File: config.mk
export PLATFORM = sky130hd
export DESIGN_NAME = fifo_status
export DESIGN_NICKNAME = d
export VERILOG_FILES = /design/src/rtl/fifo_status.sv
export SDC_FILE = /design/constraint.sdc
export NUM_CORES = 1
export LEC_CHECK = 0
export ABC_AREA = 0
export BUFFER_PORTS_ARGS = -buffer_cell sky130_fd_sc_hd__clkbuf_2
export CAP_MARGIN = 10
export CORE_MARGIN = 1
export CORE_UTILIZATION = 59
export DETAILED_ROUTE_END_ITERATION = 7
export MAX_ROUTING_LAYER = met4
export PLACE_DENSITY = 0.78
export REMOVE_ABC_BUFFERS = 1
export SLEW_MARGIN = 25
export SYNTH_ARGS = -nofsm -noshare
export SYNTH_HDL_FRONTEND = slang
export SYNTH_SLANG_ARGS = --single-unit
File: constraint.sdc
create_clock -name clk -period 6.4 [get_ports clk]
set_clock_uncertainty 0.05 [all_clocks]
set_input_delay 0.32 -clock clk [delete_from_list [all_inputs] [get_ports clk]]
set_output_delay 0.32 -clock clk [all_outputs]
set_load 0.1 [all_outputs]
File: src/rtl/fifo_status.sv
// Synchronous FIFO with fill-level count, programmable almost-full/almost-empty
// thresholds, sticky overflow/underflow flags, and registered-read or FWFT output.
module fifo_status #(
  parameter int FIFO_DEPTH = 8,
  parameter int DATA_WIDTH = 32,
  parameter int AF_LEVEL   = 6,
  parameter int AE_LEVEL   = 2,
  parameter int FWFT       = 0
) (
  input  logic                          clk,
  input  logic                          reset,
  input  logic                          cs,
  input  logic                          wr_en,
  input  logic                          rd_en,
  input  logic                          clr_err,
  input  logic [DATA_WIDTH-1:0]         data_in,
  output logic [DATA_WIDTH-1:0]         data_out,
  output logic                          full,
  output logic                          empty,
  output logic                          almost_full,
  output logic                          almost_empty,
  output logic [$clog2(FIFO_DEPTH):0]   count,
  output logic                          overflow,
  output logic                          underflow
);

  localparam int AW = $clog2(FIFO_DEPTH);
  localparam int CW = AW + 1;
  localparam logic [CW-1:0] DEPTH_CNT = CW'(FIFO_DEPTH);
  localparam logic [CW-1:0] AF_CNT    = CW'(AF_LEVEL);
  localparam logic [CW-1:0] AE_CNT    = CW'(AE_LEVEL);

  logic [DATA_WIDTH-1:0] mem [FIFO_DEPTH];
  logic [AW-1:0]         wr_ptr_reg;
  logic [AW-1:0]         rd_ptr_reg;
  logic [CW-1:0]         count_reg;
  logic [CW-1:0]         count_next;
  logic                  overflow_reg;
  logic                  overflow_next;
  logic                  underflow_reg;
  logic                  underflow_next;
  logic                  rd_accept;
  logic                  wr_accept;

  assign empty        = (count_reg == '0);
  assign full         = (count_reg == DEPTH_CNT);
  assign almost_full  = (count_reg >= AF_CNT);
  assign almost_empty = (count_reg <= AE_CNT);
  assign count        = count_reg;
  assign overflow     = overflow_reg;
  assign underflow    = underflow_reg;

  // A full FIFO still takes a write when a read frees a slot in the same cycle.
  assign rd_accept = cs & rd_en & ~empty;
  assign wr_accept = cs & wr_en & (~full | rd_accept);

  always_comb begin
    count_next = count_reg;
    if (wr_accept && !rd_accept) begin
      count_next = count_reg + 1'b1;
    end else if (rd_accept && !wr_accept) begin
      count_next = count_reg - 1'b1;
    end
  end

  // A new error in the clearing cycle takes priority over clr_err.
  always_comb begin
    overflow_next  = overflow_reg;
    underflow_next = underflow_reg;
    if (cs && clr_err) begin
      overflow_next  = 1'b0;
      underflow_next = 1'b0;
    end
    if (cs && wr_en && !wr_accept) begin
      overflow_next = 1'b1;
    end
    if (cs && rd_en && !rd_accept) begin
      underflow_next = 1'b1;
    end
  end

  always_ff @(posedge clk) begin
    if (!reset) begin
      wr_ptr_reg    <= '0;
      rd_ptr_reg    <= '0;
      count_reg     <= '0;
      overflow_reg  <= 1'b0;
      underflow_reg <= 1'b0;
    end else begin
      if (wr_accept) begin
        wr_ptr_reg <= wr_ptr_reg + 1'b1;
      end
      if (rd_accept) begin
        rd_ptr_reg <= rd_ptr_reg + 1'b1;
      end
      count_reg     <= count_next;
      overflow_reg  <= overflow_next;
      underflow_reg <= underflow_next;
    end
  end

  // Storage is not cleared by reset, but a write in a reset cycle is dropped.
  always_ff @(posedge clk) begin
    if (reset && wr_accept) begin
      mem[wr_ptr_reg] <= data_in;
    end
  end

  generate
    if (FWFT == 0) begin : g_registered
      logic [DATA_WIDTH-1:0] data_out_reg;

      always_ff @(posedge clk) begin
        if (!reset) begin
          data_out_reg <= '0;
        end else if (rd_accept) begin
          data_out_reg <= mem[rd_ptr_reg];
        end
      end

      assign data_out = data_out_reg;
    end else begin : g_fwft
      // Head word shown directly; forced to zero while empty so reset reads 0.
      assign data_out = empty ? '0 : mem[rd_ptr_reg];
    end
  endgenerate

endmodule

==> results of run 1 <==
[synth_stat cells (3+ instances only)]
cell type | n | area [µm²]
buf_6 | 3 | 33.8
xnor2_1 | 4 | 35.0
nor4b_1 | 3 | 26.3
mux2i_1 | 5 | 50.1
nand3_1 | 5 | 25.0
edfxtp_1 | 256 | 7690
ha_1 | 5 | 62.6
o21ai_0 | 34 | 170
mux4_2 | 64 | 1440
nor2_1 | 37 | 139
nor2b_1 | 4 | 25.0
o22ai_1 | 32 | 200
and2_1 | 7 | 43.8
dfxtp_1 | 44 | 881
buf_2 | 10 | 50.1
nand2_1 | 11 | 41.3
clkbuf_1 | 15 | 56.3
[per-stage QoR]
stage / power, mW / hold WS, ps
6_report: 5.44 / 13.5
5_1_grt: 5.62 / 9.20
4_1_cts: 5.48 / 0.594
3_5_place_dp: 3.69 / 455
3_3_place_gp: 3.66 / 445
2_1_floorplan: 3.44 / 369
[power by group through the flow]
| stage | Sequential, mW | Combinational, mW | Clock [mW] |
|---|---|---|---|
| floorplan | 2.88 | 0.563 | 0 |
| global placement | 2.36 | 1.29 | 0 |
| detailed placement | 2.38 | 1.32 | 0 |
| CTS | 2.33 | 1.33 | 1.82 |
| global route | 2.35 | 1.38 | 1.89 |
| finish | 2.33 | 1.32 | 1.79 |
[cell families after synthesis]
family,synth area share (%)
buf+inv,1.55
mux,13.4
xor+xnor,0.393
flops,76.9
fa+ha+maj,0.741
compound gates,3.74
simple gates,3.30
[worst min path at each step]
stage | from | endpoint | slack [ps] | cells after the start
floorplan | data_in[0] | mem[0][0]$_DFFE_PP_ | 370 | 0
global placement | data_out[7]$_SDFFE_PN0P_ | data_out[7]$_SDFFE_PN0P_ | 440 | 2
detailed placement | data_out[8]$_SDFFE_PN0P_ | data_out[8]$_SDFFE_PN0P_ | 450 | 2
CTS | data_in[12] | mem[2][12]$_DFFE_PP_ | 0.6 | 1
global route | data_in[7] | mem[1][7]$_DFFE_PP_ | 9 | 1
finish | data_in[3] | mem[4][3]$_DFFE_PP_ | 10 | 1
[repair_timing]
action,CTS,global route
hold buffers,10,0
resized for setup,0,0
endpoints found under the hold margin,77,0
[routing by layer]
layer	wire length (µm)	vias to the layer above	global-route usage [%]
met3	1450	33	3.96
met4	396	0	6.49
met5	0	-	-
met1	8900	2907	32.1
met2	10700	210	38.9
li1	-	2498	-
[layout make-up]
class | count | area (µm²)
inverters | 3 | 12.5
flip-flops and latches | 300 | 8570
multi-input cells | 229 | 2450
well taps | 229 | 287
fillers | 1079 | 5260
repair buffers | 104 | 608
clock buffers | 41 | 791
clock inverters | 12 | 224
==> results.sh, run 1 <==
export IMPL_cts_tree="yes"
export IMPL_synth_cells=563
export IMPL_grt_pass1_wl_um=33400
export IMPL_min_path_type="input pin to register"
export IMPL_gp_congestion=0.824
export IMPL_core_area_um2=18200
export IMPL_p_sw_mw=1.77
export IMPL_p_leak_nw=4.33
export IMPL_power_share_sequential_pct=42.9
export IMPL_path_clk_slew_ps=70
export IMPL_fin_cells=918
export IMPL_p_int_mw=3.67
export IMPL_crit_slowest_cell="or4_4"
export IMPL_grtUsageTotal_pct=24.0
export IMPL_status="completed"
export IMPL_rr_worst_depth=12
export IMPL_seq_area_frac_synth_pct=76.9
export IMPL_synthToLayoutAreaGrowth_pct=16.2
export IMPL_cts_sinks=300
export IMPL_cp_endpoint="count[3]$_SDFFE_PN0P_"
export IMPL_dpl_worst_slack_ps=3520
export IMPL_maxCapViolations=0
export IMPL_synthFlopType="edfxtp_1"
export IMPL_wl_um=21500
export IMPL_worst_slack_ps=3500
export IMPL_layout_common_cells="edfxtp_1, clkbuf_2, mux4_2"
export IMPL_critPathLaunchType="register"
export IMPL_cp_depth=12
export IMPL_cts_made_buffers=29
export IMPL_rrSetupSlack_ps=3500
export IMPL_crit_chain="or4_4 > clkinv_2 > nor2_2 > buf_4 > inv_2 > ha_1 > inv_1 > ha_1 > a21oi_1 > a211oi_1 > a31oi_1 > mux2i_1"
export IMPL_crit_fanout=34
export IMPL_rsz0062_at_grt="false"
export IMPL_num_vias=5648
export IMPL_worstSkewPairLatency_ps=540
export IMPL_largest_reg_flops=256
export IMPL_fin_util_pct=71.1
export IMPL_route_detailed_drc=0
export IMPL_design_area_um2=12900
export IMPL_clkPwrFrac_pct=32.9
export IMPL_tns_ps=0
export IMPL_power_density_nw_per_um2=420
export IMPL_finalHoldViolCount=0
export IMPL_worstSetupPathType="register to register"
export IMPL_comb_power_share_pct=24.2
export IMPL_slew_viol_final=0
export IMPL_startpoint="count[0]$_SDFFE_PN0P_"
export IMPL_crit_arrival_ps=3320
export IMPL_die_w_um=139
export IMPL_cp_required_ps=6820
export IMPL_firstDrtPassIters=5
export IMPL_final_setup_viol_count=0
export IMPL_r2r_end="count[3]$_SDFFE_PN0P_"
export IMPL_initial_core_util_pct=61.2
export IMPL_rows=49
export IMPL_htree_levels=1
export IMPL_dieArea_um2=19400
export IMPL_postRouteAntennaNets=0
export IMPL_clock_fmax_ghz=0.345
export IMPL_slew_headroom_pct=36.5
export IMPL_detail_route_iter0_violations=339
export IMPL_netlist_area_um2=11100
export IMPL_cpLargestDelayFamily="simple AND/OR/NAND/NOR gates"
export IMPL_synth_seq_cells=300
export IMPL_synth_warnings=0
export IMPL_layout_drive_gt1_share_pct=31.2
export IMPL_vias_per_cell=6.15
export IMPL_max_vdd_ir_drop_mv=0.303
export IMPL_gr_total_overflow=0
export IMPL_fp_dieH_um=139
export IMPL_antenna_cells=0
export IMPL_io_pins=80
export IMPL_avgRoutedWirePerCell_um=23.4
export IMPL_antenna_found_initial=0
export IMPL_r2r_start="count[0]$_SDFFE_PN0P_"
export IMPL_period_share_pct=45.2
export IMPL_swShare_pct=32.6
export IMPL_post_dp_hpwl_um=11100
export IMPL_worst_setup_path_end_kind="register"
export IMPL_synth_edf_count=256
export IMPL_grt_start_max_net_pins=52
export IMPL_fin_crit_ps=2900
export IMPL_syn_avg_cell_area_um2=19.8
export IMPL_placed_cells=855
export IMPL_synth_cell_types=36
export IMPL_post_cts_buffers=0
export IMPL_finish_net_count=711
export IMPL_crit_buf_inv=4
export IMPL_final_common_cell="edfxtp_1"
export IMPL_max_slew_worst_pin_slew_ps=952
export IMPL_slowest_delay_ps=570
export IMPL_grt_pass1_vias=5893
export IMPL_clockBufferDepth=3
export IMPL_place_area_um2=11800
export IMPL_numPortBuffers=79
export IMPL_crit_path_frequent_cell="ha_1"
export IMPL_clockRootBuffer="clkbuf_16"
export IMPL_async_flop_share_pct=0
(Power assumes the default switching activity.)
==> run 2, diff against run 1 <==
Settings changed: ABC_AREA 0 to 1, CORE_UTILIZATION 59 to 55, PLACE_DENSITY 0.78 to 0.76.
Clock period 6.4 ns to 2.4 ns, I/O delays scaled along.
==> results.sh, run 2 <==
export IMPL_place_area_um2=13500
export IMPL_use_met2_pct=39.7
export IMPL_critPathLaunchType="input pin"
export IMPL_slowest_delay_ps=570
export IMPL_dieArea_um2=23600
export IMPL_num_vias=8606
export IMPL_cts_tree="yes"
export IMPL_netlist_top_cells_count="nand2_1, inv_1, edfxtp_1"
export IMPL_rsz0062_at_grt="false"
export IMPL_antenna_found_initial=1
export IMPL_firstDrtPassIters=7
export IMPL_final_common_cell="nand2_1"
export IMPL_crit_slowest_cell="dlygate4sd3_1"
export IMPL_gr_total_overflow=0
export IMPL_seq_area_frac_synth_pct=67.7
export IMPL_cts_sinks=300
export IMPL_grtUsageTotal_pct=23.4
export IMPL_crit_buf_inv=5
export IMPL_power_density_nw_per_um2=852
export IMPL_dpl_worst_slack_ps=158
export IMPL_worst_setup_path_end_kind="register"
export IMPL_final_setup_viol_count=0
export IMPL_rows=55
export IMPL_crit_fanout=4
export IMPL_cpLargestDelayFamily="buffers and inverters"
export IMPL_min_path_type="input pin to register"
export IMPL_synthToLayoutAreaGrowth_pct=17.7
export IMPL_max_slew_worst_pin_slew_ps=805
export IMPL_avgRoutedWirePerCell_um=15.5
export IMPL_initial_core_util_pct=55.9
export IMPL_busiest_layer="met2"
export IMPL_cp_required_ps=2830
export IMPL_layout_common_cells="nand2_1, inv_1, edfxtp_1"
export IMPL_grt_start_max_net_pins=73
export IMPL_status="completed"
export IMPL_layout_drive_gt1_share_pct=12.2
export IMPL_design_area_um2=14900
export IMPL_post_dp_hpwl_um=14100
export IMPL_netlist_area_um2=12700
export IMPL_gp_congestion=0.793
export IMPL_crit_chain="dlygate4sd3_1 > clkbuf_2 > nand2_1 > dlygate4sd3_1 > inv_2 > nand2_4 > ha_2 > inv_2 > ha_1 > or2_2 > nand2_1 > nand2_1 > nand2_1 > nand2_1 > a21oi_1"
export IMPL_numPortBuffers=79
export IMPL_async_flop_share_pct=0
export IMPL_period_share_pct=94.0
export IMPL_synthFlopType="edfxtp_1"
export IMPL_route_detailed_drc=0
export IMPL_slew_headroom_pct=46.3
export IMPL_postRouteAntennaNets=0
export IMPL_hold_path_cell_count=6
export IMPL_grt_util_met3_pct=3.21
export IMPL_grt_use_met1_pct=29.2
export IMPL_die_w_um=154
export IMPL_netlist_top_cells_area="edfxtp_1, nand2_1, inv_1"
export IMPL_core_area_um2=22600
export IMPL_synth_cells=1257
export IMPL_placed_cells=1587
export IMPL_clockRootBuffer="clkbuf_16"
export IMPL_worstSetupPathType="input pin to register"
export IMPL_htree_levels=1
export IMPL_crit_arrival_ps=2680
export IMPL_fin_util_pct=65.8
export IMPL_grt_pass1_wl_um=41600
export IMPL_hold_ws_ps=75.1
export IMPL_rr_worst_depth=13
export IMPL_slew_viol_final=0
export IMPL_largest_reg_flops=256
export IMPL_detail_route_iter0_violations=545
export IMPL_maxCapViolations=0
export IMPL_synth_top_area_share_pct=60.7
export IMPL_final_fill_count=1664
export IMPL_synth_area_leader_cell="edfxtp_1"
export IMPL_crit_path_frequent_cell="nand2_1"
export IMPL_max_vdd_ir_drop_mv=0.473
export IMPL_finish_net_count=1420
export IMPL_wl_um=26200
export IMPL_synth_seq_cells=300
export IMPL_p_leak_nw=6.60
export IMPL_finalHoldViolCount=0
export IMPL_synth_edf_count=256
export IMPL_vias_per_cell=5.11
export IMPL_clockBufferDepth=3
export IMPL_synth_cell_types=24
export IMPL_total_power_mw=12.7
export IMPL_cts_made_buffers=29
export IMPL_synth_warnings=0
export IMPL_clock_fmax_ghz=0.443
export IMPL_cp_depth=15
export IMPL_io_pins=80
export IMPL_fin_cells=1685
export IMPL_syn_avg_cell_area_um2=10.1
export IMPL_fp_dieH_um=154
export IMPL_worst_slack_ps=144
export IMPL_fin_crit_ps=2260
export IMPL_worstSkewPairLatency_ps=550
export IMPL_grt_pass1_vias=8183
export IMPL_synth_most_common_cell="nand2_1"
export IMPL_tns_ps=0
export IMPL_path_clk_slew_ps=60
-- run 2: kinds of logic (layout without fill, tap and decap cells) --
kind of cell | after synthesis | count (layout) | share of synthesized area, %
and+or+nand+nor | 532 | 532 | 17.9
other | 0 | 1 | 0
DFF | 300 | 300 | 67.7
adders and majority gates | 6 | 6 | 0.652
buffers and inverters | 335 | 477 | 10.4
AOI/OAI and AO/OA | 82 | 82 | 3.26
xor gates and xnor gates | 2 | 2 | 0.138
-- run 2: report_power, final --
| group | leakage [nW] | switching (mW) | internal, mW |
|---|---|---|---|
| Clock | 0.468 | 1.87 | 2.64 |
| Combinational | 3.46 | 1.80 | 0.525 |
| Sequential | 2.67 | 0.0677 | 5.79 |
-- run 2: worst paths after layout --
path	start	end	slack (ps)
setup / recovery	rd_en	count[3]$_SDFFE_PN0P_	140
hold / removal	cs	wr_ptr_reg[2]$_SDFFE_PN0N_	80
setup reg to reg	count[2]$_SDFFE_PN0P_	count[3]$_SDFFE_PN0P_	210
hold reg to reg	rd_ptr_reg[1]$_SDFFE_PN0P_	rd_ptr_reg[1]$_SDFFE_PN0P_	440
-- run 2: timing repair --
action / in CTS / in global routing
resized for setup: 0 / 3
endpoints found under the setup margin: 0 / 1
hold buffers: 41 / 0
setup buffers: 0 / 2
hold endpoints to repair: 264 / 0
-- run 2: cell type report --
| class | instances | area, µm² | area share, % |
|---|---|---|---|
| antenna | 1 | 2.50 | 0.0168 |
| clock buffer | 33 | 741 | 4.97 |
| clock inverter | 21 | 204 | 1.37 |
| inverter | 276 | 1040 | 6.98 |
| multi-input combinational | 622 | 2840 | 19.1 |
| sequential | 300 | 8570 | 57.5 |
| tap | 285 | 357 | 2.39 |
| timing repair buffer | 147 | 1150 | 7.69 |
-- run 2: per-layer routing --
| layer | wire (µm) | up-vias | share of wire [%] |
|---|---|---|---|
| met4 | 518 | 0 | 2.0 |
| met5 | 0 | - | 0 |
| met3 | 1560 | 55 | 6.0 |
| met1 | 10900 | 4003 | 42 |
| li1 | - | 4274 | - |
| met2 | 13200 | 274 | 50 |
-- run 2: worst min-delay path, stage by stage --
cell and delay (ps):
clkbuf_2 100, nand2_1 70, nand4_1 100, nand2_1 100
nand2_1 70, a21oi_1 60
